$ cat src/rtl/braun_product_accumulator.sv
// braun_product_accumulator
// Registers and accumulates 2N-bit products from an unsigned Braun multiplier
// into packet sums. Input is a valid/ready stream with a last-term marker, and
// each finished sum is held with its term count and overflow flag until acked.
// Optional build macro: BRAUN_ACC_SATURATE_EN (saturating accumulator; wraps
// modulo 2^AW when undefined).
module braun_product_accumulator #(
    parameter int unsigned N     = 4,
    parameter int unsigned G     = 4,
    parameter int unsigned CNT_W = 8
) (
    input  logic                 clk,
    input  logic                 rst_n,
    input  logic [2*N-1:0]       prod_in,
    input  logic                 in_valid,
    input  logic                 in_last,
    output logic                 in_ready,
    input  logic                 clr,
    output logic [2*N+G-1:0]     acc_out,
    output logic [CNT_W-1:0]     term_cnt,
    output logic                 ovf,
    output logic                 out_valid,
    input  logic                 out_ready
);

    localparam int unsigned PW = 2 * N;
    localparam int unsigned AW = PW + G;
    localparam int unsigned SW = AW + 1;

    typedef enum logic [0:0] {
        ST_ACC  = 1'b0,
        ST_HOLD = 1'b1
    } state_e;

    // Running packet state and presented result share one layout
    typedef struct packed {
        logic [AW-1:0]    acc;
        logic [CNT_W-1:0] cnt;
        logic             ovf;
    } acc_state_t;

    state_e     state_q, state_d;
    acc_state_t run_q, run_d;
    acc_state_t res_q, res_d;
    logic       out_valid_q, out_valid_d;
    logic       in_ready_q, in_ready_d;

    logic             accept_c;
    acc_state_t       base_c;
    logic [SW-1:0]    sum_c;
    logic             carry_c;
    acc_state_t       next_c;

    // Beat acceptance depends on state only (in_ready mirrors state==ACC)
    assign accept_c = in_valid & in_ready_q;

    // Datapath: clr discards the partial packet before adding this beat
    always_comb begin
        base_c  = clr ? '0 : run_q;
        sum_c   = {1'b0, base_c.acc} + SW'(prod_in);
        carry_c = sum_c[AW];
`ifdef BRAUN_ACC_SATURATE_EN
        next_c.acc = (carry_c || (base_c.acc == {AW{1'b1}})) ? {AW{1'b1}} : sum_c[AW-1:0];
`else
        next_c.acc = sum_c[AW-1:0];
`endif
        next_c.cnt = (base_c.cnt == {CNT_W{1'b1}}) ? base_c.cnt : base_c.cnt + CNT_W'(1);
        next_c.ovf = base_c.ovf | carry_c;
    end

    // Next-state and register updates for ACC/HOLD
    always_comb begin
        state_d     = state_q;
        run_d       = run_q;
        res_d       = res_q;
        out_valid_d = out_valid_q;

        case (state_q)
            ST_ACC: begin
                if (accept_c) begin
                    if (in_last) begin
                        res_d       = next_c;
                        out_valid_d = 1'b1;
                        run_d       = '0;
                        state_d     = ST_HOLD;
                    end else begin
                        run_d = next_c;
                    end
                end else if (clr) begin
                    run_d = '0;
                end
            end
            ST_HOLD: begin
                if (out_ready) begin
                    out_valid_d = 1'b0;
                    state_d     = ST_ACC;
                end
            end
            default: begin
                state_d = ST_ACC;
            end
        endcase

        in_ready_d = (state_d == ST_ACC);
    end

    // State and datapath registers, async active-low reset
    always_ff @(posedge clk or negedge rst_n) begin
        if (!rst_n) begin
            state_q     <= ST_ACC;
            run_q       <= '0;
            res_q       <= '0;
            out_valid_q <= 1'b0;
            in_ready_q  <= 1'b1;
        end else begin
            state_q     <= state_d;
            run_q       <= run_d;
            res_q       <= res_d;
            out_valid_q <= out_valid_d;
            in_ready_q  <= in_ready_d;
        end
    end

    assign in_ready  = in_ready_q;
    assign acc_out   = res_q.acc;
    assign term_cnt  = res_q.cnt;
    assign ovf       = res_q.ovf;
    assign out_valid = out_valid_q;

endmodule

$ cat config.mk
export PLATFORM = sky130hd
export DESIGN_NAME = braun_product_accumulator
export DESIGN_NICKNAME = d
export VERILOG_FILES = /design/src/rtl/braun_product_accumulator.sv
export SDC_FILE = /design/constraint.sdc
export NUM_CORES = 1
export LEC_CHECK = 0
export BUFFER_PORTS_ARGS = -buffer_cell sky130_fd_sc_hd__buf_2
export CORE_AREA = 3 3 76 78
export CTS_CLUSTER_SIZE = 16
export DETAILED_ROUTE_END_ITERATION = 6
export DIE_AREA = 0 0 79 81
export PLACE_DENSITY = 0.82
export SYNTH_ARGS = -nofsm -noshare
export SYNTH_HDL_FRONTEND = slang
export SYNTH_SLANG_ARGS = --single-unit
$ cat constraint.sdc
create_clock -name clk -period 2.7 [get_ports clk]
set_clock_uncertainty 0.15 [all_clocks]
set_input_delay 0.135 -clock clk [delete_from_list [all_inputs] [get_ports clk]]
set_output_delay 0.135 -clock clk [all_outputs]
set_load 0.01 [all_outputs]
# Yosys cells after proc, flatten, opt, wreduce, memory -nomap -nowiden

Cells that the tools add are included.

Reductions and logical operators: 2
Add/subtract/negate cells: 2
Mux-type cells: 12
Bitwise logic cells: 4
Eq/ne operators: 4

Operators with widths:

| kind                | number |
|---|---|
| $mux 21             | 3 |
| $add 12x8->13       | 1 |
| $add 8x1->8 const B | 1 |
| $eq 8x8->1 const B  | 1 |
| $mux 8              | 1 |
| $mux 1              | 6 |
| $ne 2x2->1 const B  | 3 |
| $reduce_and 3->1    | 2 |
| $pmux 1 s2          | 2 |
| $not 1->1           | 2 |
| $and 1x1->1         | 1 |
| $or 1x1->1          | 1 |

Bits of input ports: 14
Bits in registers: 45
Output and inout port bits: 23

# Longest topological paths before layout

Gate-level depths: netlist of the first run.

Word-level depth: 5
Mapped depth: 11

# Worst setup path after synthesis of the first run

Ideal clock, no wire load.

Path kind: input to register
From: input port clr
To: register res_q (netlist bit acc_out[9])
Slack: 356 ps
Arrival: 2099 ps
Stages: 10
Path through: buf_2 clkbuf_1 nand2b_1 inv_1 ha_1 a211oi_1 o21bai_1 o22ai_1 mux2_2 o31ai_1

Cells in the longest elaborated chain, start to end: 2

Ends and longest elaborated chain:

| item                   | RTL line | text |
|---|---|---|
| start: declaration     | 18       | `input logic clr,` |
| $mux 21                | n/a      |  |
| $add 12x8->13          | 60       | `sum_c = {1'b0, base_c.acc} + SW'(prod_in);` |
| end signal: assignment | 118      | `res_q <= res_d;` |
| end: declaration       | 44       | `acc_state_t res_q, res_d;` |

Every way passes these cells.
A chain may end at the register's enable or synchronous reset.

# Worst setup path in the final report of the first run

From: register run_q[10] (netlist bit)
To: register res_q (netlist bit acc_out[9])

Cells in the longest elaborated chain, start to end: 2

Ends and longest elaborated chain:

| item                     | RTL line | text |
|---|---|---|
| start: declaration       | 43       | `acc_state_t run_q, run_d;` |
| start signal: assignment | 117      | `run_q <= run_d;` |
| $mux 21                  | n/a      |  |
| $add 12x8->13            | 60       |  |

Every way passes these cells.

==> metrics.yaml, run 1 <==
outcome: "complete, no violations"
synth_fp_nets: 301
cellPowerDensity_nw_per_um2: 614
crit_slowest_cell: "a211oi_1"
p_leak_nw: 1.38
slew_violations: 0
antenna_found_initial: 0
dp_cells: 373
core_area_um2: 5140
synth.most_common_cell: "dfrtp_1"
initial_utilization_pct: 49.7
drt_iter0_drc: 239
seq_area_frac_synth_pct: 44.1
clk_latency_ns: 0.30
synthCells: 277
dp_worst_setup_slack_ns: 0.191
rsz0062_at_grt: "false"
drc_errors: 0
r2r-end: "acc_out[9]$_DFFE_PN0P_"
cts.clk_slew.worst_paths_ns: 0.09
ys.flop_type: "dfrtp_1"
slew_headroom_pct: 33.3
cts_root_buf: "clkbuf_8"
synth-edff-count: 0
ir_drop_uv: 313
cts_tree: "built"
final_cell_count_no_fill: 383
ctsResizeCount: 0
syn_area_per_cell_um2: 9.23
syn2layout_area_growth_pct: 14.9
hold_path_end: "acc_out[0]$_DFFE_PN0P_"
r2r_cells: 8
syn-cell-area_um2: 2560
place_congestion: 0.902
clk_path_buf_depth: 2
critical-path-top-delay-family: "compound AO/OA/AOI/OAI gates"
cts_num_sinks: 45
floorplan.die_area_um2: 6400
yosysTopAreaCellShare_pct: 43.1
hold_viol: 0
totalWireLength_um: 5890
grt-ovfl-total: 0
finalHoldWorstSlack_ns: 0.0659
final_util_pct: 57.2
antenna_left: 0
crit_required_ns: 2.76
ys_top_cells_by_count: "44 x dfrtp_1, 41 x nand2_1, 30 x o21ai_0, 19 x nor2_1, 13 x nor2b_1"
placed_cell_area_um2: 2780
synth_area_leaders: "dfrtp_1 43%, nand2_1 6.0%, o21ai_0 5.9%"
hold_path.startpoint: "prod_in[0]"
finalPower_mw: 1.80
numPortBuffers: 36
via_count: 2199
yosysUniqueCellTypes: 51
first_pass_iters: 5
setup-violations-final: 0
grt_pass1_vias: 2151
setup_tns_ns: 0
nets: 336
synth_top_cell_by_area: "dfrtp_1"
ys_async_sr_fraction_pct: 100
period_minus_slack_ns: 2.43
worst_slack_ns: 0.270
cts_buffers: 5
drv_cap: 0
hold_depth: 4
worstPathBufferInverterCount: 1
synth_seq_cells: 45
worst-setup-path-type: "reg2reg"
grt_util_all_layers_pct: 20.1
grt_pass1_wl_um: 10100
drive_gt1_share_pct: 17.3
r2r-start: "run_q[10]$_DFFE_PN0N_"
cp_cell_sequence: "nand2b_1 > inv_1 > ha_1 > a211oi_1 > o21bai_1 > o22ai_1 > mux2_2 > o31ai_1"
start_kind: "flop"
arrival_ns: 2.49
hpwl_um: 4100
worstHoldPathType: "in2reg"
io_pins: 37
timing.fmax_mhz: 412
h-tree-depth: 2
die_height_um: 81
die_w_um: 79
grt_max_degree: 46
vias_per_cell: 5.74
critPathMaxFanout: 2
diodes: 0
r2r_slack_ns: 0.27
worstMarginPinSlew_ns: 1.00
wl_per_cell_um: 15.4
worst_path_largest_cell_delay_ns: 0.40
period_share_pct: 90.0
yosys_warnings: 0
final_area_um2: 2940
rows: 26
cp-end-kind: "flop"
-- worst register-to-register path, delay by kind of cell, from the launching register on --
kind                       cells  cell delay, ns
muxes                          1            0.36
DFF                            1            0.39
and+or+nand+nor                1            0.12
adders and majority gates      1            0.28
buffers and inverters          1            0.05
AOI/OAI and AO/OA              4            0.99
-- worst max path at each step --
stage / startpoint / slack, ns / endpoint / depth (start not counted)
finish: run_q[10]$_DFFE_PN0N_ / 0.27 / acc_out[9]$_DFFE_PN0P_ / 8
global placement: clr / 0.28 / term_cnt[1]$_DFFE_PN0P_ / 8
floorplan: clr / 0.36 / acc_out[9]$_DFFE_PN0P_ / 10
detailed placement: clr / 0.19 / run_q[4]$_DFFE_PN0N_ / 9
global route: run_q[1]$_DFFE_PN0N_ / 0.09 / term_cnt[3]$_DFFE_PN0P_ / 7
CTS: run_q[10]$_DFFE_PN0N_ / 0.33 / acc_out[9]$_DFFE_PN0P_ / 8
-- what timing repair did --
action | CTS | global route
hold buffers | 2 | 0
setup buffers | 0 | 0
endpoints found under the hold margin | 47 | 0
-- where the power goes --
group	switching (mW)	leakage (nW)	total [mW]	internal [mW]
combinational	0.236	0.714	0.388	0.152
clock	0.240	0.0681	0.608	0.368
sequential	0.0485	0.600	0.807	0.758
total	0.524	1.38	1.80	1.28
-- final cells by class --
class / count / area [µm²]
Timing Repair Buffer: 40 / 215
Clock inverter: 3 / 65.1
Inverter: 9 / 33.8
Sequential cell: 45 / 1130
Multi-Input combinational cell: 211 / 1340
Tap cell: 70 / 87.6
Clock buffer: 5 / 68.8
Fill cell: 462 / 2200
-- flip-flops by register name (all words and copies together), names as in the netlist --
name and cells:
acc_out 12, term_cnt 8, in_ready 1, out_valid 1, ovf 1, run_q 21
state_q 1
-- logic make-up (layout without fill, tap and decap cells) --
| group | after synthesis | after routing | synth area share [%] |
|---|---|---|---|
| AOI/OAI and AO/OA | 82 | 82 | 21.1 |
| xor gates and xnor gates | 11 | 11 | 3.77 |
| adders and majority gates | 10 | 10 | 5.19 |
| buffers and inverters | 21 | 57 | 3.48 |
| DFF | 45 | 45 | 44.1 |
| muxes | 7 | 7 | 3.08 |
| and+or+nand+nor | 101 | 101 | 19.2 |
-- layer usage --
metal  track usage (%)  share of wire, %
met1              25.7                45
met2              33.7                47
met3              3.88               6.6
met4              7.73               1.2
met5                 0                 0
-- cells in the final DEF (no fill, tap or decap), types with 4 or more instances in the layout --
cell,n
nand2_1,41
a21oi_1,8
nor2_1,19
inv_1,9
a31oi_1,4
nand2b_1,7
o21ai_0,30
dfrtp_1,44
and3_1,4
ha_1,9
nor2b_1,13
xor2_1,4
xnor2_1,7
o21a_1,6
o31ai_1,8
buf_2,36
clkbuf_8,5
(Power assumes the default switching activity.)
==> run 2, diff against run 1 <==
--- a/config.mk
+++ b/config.mk
@@ -10,7 +10,7 @@
 export CTS_CLUSTER_SIZE = 16
 export DETAILED_ROUTE_END_ITERATION = 6
 export DIE_AREA = 0 0 79 81
-export PLACE_DENSITY = 0.82
+export PLACE_DENSITY_LB_ADDON = 0.15
 export SYNTH_ARGS = -nofsm -noshare
 export SYNTH_HDL_FRONTEND = slang
 export SYNTH_SLANG_ARGS = --single-unit
==> run 2 against run 1 <==
Effect of this change:
- maximum frequency up 0.51%
- via count down 2.9%
- routed wire length down 1.3%
- first-iteration DRC count down 51%
- register-to-register slack about the same
- critical path depth unchanged
- utilization down 0.58 points
- sequential power about the same
- combinational power about the same
- cell count up 0.78%
- hold slack worse by 0.012 ns
- critical path type unchanged
- largest power group unchanged
==> metrics.yaml, run 2 (same netlist as run 1, synthesis figures left out) <==
vias_per_cell: 5.53  # -3.7%
cp-end-kind: "flop"
start_kind: "flop"
intPower_mw: 1.09  # -14%
grt_pass1_wl_um: 9850  # -2.7%
clk_path_buf_depth: 2  # unchanged
cts_root_buf: "clkbuf_8"
arrival_ns: 2.48  # about the same
core_area_um2: 5140  # unchanged
drv_cap: 0  # unchanged
drt_iter0_drc: 117  # -51%
placed_cell_area_um2: 2810  # +0.81%
final_area_um2: 2910  # -1.0%
cts_hold_buf: 2  # unchanged
cts.clk_slew.worst_paths_ns: 0.08  # about the same
nFillCells: 494  # +6.9%
drc_errors: 0  # unchanged
most-common-layout-cells: "44 x dfrtp_1, 41 x nand2_1, 36 x buf_2"
switching_power_mw: 0.509  # -2.9%
antenna_left: 0  # unchanged
via_count: 2135  # -2.9%
outcome: "complete, no violations"
worstHoldPathType: "in2reg"
syn2layout_area_growth_pct: 13.8
h-tree-depth: 2  # unchanged
power.share.switching_pct: 31.8  # +2.7 points
hold_viol: 0  # unchanged
initial_utilization_pct: 49.7  # unchanged
power_frac_seq_pct: 50.3  # +5.5 points
crit_required_ns: 2.76  # about the same
r2r_cells: 8  # unchanged
rows: 26  # unchanged
clk_latency_ns: 0.30  # about the same
period_minus_slack_ns: 2.42  # -0.0122 ns
grt_util_all_layers_pct: 19.8  # -0.27 points
first_pass_iters: 4  # -1
grt_max_degree: 46  # unchanged
slew_headroom_pct: 32.2  # -1.1 points
worst-setup-path-type: "reg2reg"
r2r-end: "acc_out[9]$_DFFE_PN0P_"
period_share_pct: 89.5  # -0.45 points
critPathMaxFanout: 2  # unchanged
antenna_found_initial: 0  # unchanged
setup_tns_ns: 0  # unchanged
cts_tree: "built"
largest_reg_flops: 21  # unchanged
crit_path_start: "run_q[10]$_DFFE_PN0N_"
wl_per_cell_um: 15.0  # -2.1%
cp-endpoint: "acc_out[9]$_DFFE_PN0P_"
nets: 339  # +0.89%
postCtsSetupBuffers: 0  # unchanged
grt_pass1_vias: 2026  # -5.8%
totalWireLength_um: 5810  # -1.3%
clkPwrFrac_pct: 25.6  # -8.1 points
worstMarginPinSlew_ns: 1.02  # +0.0165 ns
comb_power_share_pct: 24.1  # +2.6 points
drive_gt1_share_pct: 17.4  # +0.15 points
setup-violations-final: 0  # unchanged
slew_violations: 0  # unchanged
numPortBuffers: 36  # unchanged
timing.fmax_mhz: 414  # +0.51%
die_height_um: 81  # unchanged
final_common_cell: "dfrtp_1"
rsz0062_at_grt: "false"
ctsResizeCount: 0  # unchanged
p_leak_nw: 1.37  # -0.74%
die_w_um: 79  # unchanged
cellPowerDensity_nw_per_um2: 551  # -10%
diodes: 0  # unchanged
hpwl_um: 4090  # -0.24%
floorplan.die_area_um2: 6400  # unchanged
top_register: "run_q"
io_pins: 37  # unchanged
cts_num_sinks: 45  # unchanged
hold_path.startpoint: "prod_in[0]"
r2r-start: "run_q[10]$_DFFE_PN0N_"
ir_drop_uv: 374  # +20%
multi_input_area_um2: 1340  # unchanged
ff_latch_area_um2: 1130  # unchanged
finalHoldWorstSlack_ns: 0.0534  # -0.0125 ns
place_congestion: 0.827  # -8.3%
cts_buffers: 5  # unchanged
grt-ovfl-total: 0  # unchanged
r2r_slack_ns: 0.28  # about the same
==> run 2: changes by cell type in the layout (fill, tap and decap cells not counted) <==
cell       previous run  this run
clkbuf_1              0         2
buf_4                 2         5
bufinv_16             2         0
==> run 2: area by class of cell <==
class | instances | share of cell area [%]
Clock buffer | 7 | 2.62
Clock inverter | 1 | 0.172
Sequential cell | 45 | 38.8
Timing Repair Buffer | 43 | 8.18
Multi-Input combinational cell | 211 | 46.1
Tap cell | 70 | 3.01
Inverter | 9 | 1.16
==> run 2: power groups by stage <==
stage	sequential [mW]	combinational [mW]	clock, mW
floorplan	0.844	0.216	0
global placement	0.817	0.382	0
detailed placement	0.820	0.387	0
CTS	0.808	0.391	0.416
global route	0.819	0.434	0.448
finish	0.807	0.386	0.410
==> run 2: how the worst min path moves through the flow <==
| stage | depth (start not counted) | slack (ns) | endpoint |
|---|---|---|---|
| after floorplan | 0 | -0.31 | acc_out[0]$_DFFE_PN0P_ |
| after global placement | 1 | 0.21 | acc_out[3]$_DFFE_PN0P_ |
| after detailed placement | 1 | 0.22 | acc_out[2]$_DFFE_PN0P_ |
| after CTS | 4 | 0.05 | acc_out[0]$_DFFE_PN0P_ |
| after global routing | 3 | 0.09 | out_valid$_DFFE_PN0P_ |
| final | 4 | 0.05 | acc_out[0]$_DFFE_PN0P_ |
==> run 2: per-layer routing <==
| layer | routed length [µm] | GRT usage, % | up-vias |
|---|---|---|---|
| li1 | - | - | 1063 |
| met1 | 2930 | 28.3 | 1021 |
| met3 | 244 | 3.88 | 7 |
| met2 | 2560 | 30.3 | 44 |
| met5 | 0 | 0 | - |
| met4 | 70 | 6.36 | 0 |
==> run 2: per-stage QoR <==
step,std cells,setup WS (ns),utilization [%],power [mW]
after floorplan,277,0.356,-,1.06
after global placement,376,0.275,54.6,1.20
after detailed placement,376,0.176,54.6,1.21
after CTS,386,0.295,56.6,1.61
after global routing,386,0.0762,56.6,1.70
final,386,0.282,56.6,1.60
==> run 2: critical path: stages (launching register included) <==
cell	delay (ns)
dfrtp_1	0.39
nand2b_1	0.13
inv_1	0.06
ha_1	0.28
a211oi_1	0.35
o21bai_1	0.17
o22ai_1	0.24
mux2_2	0.37
o31ai_1	0.20
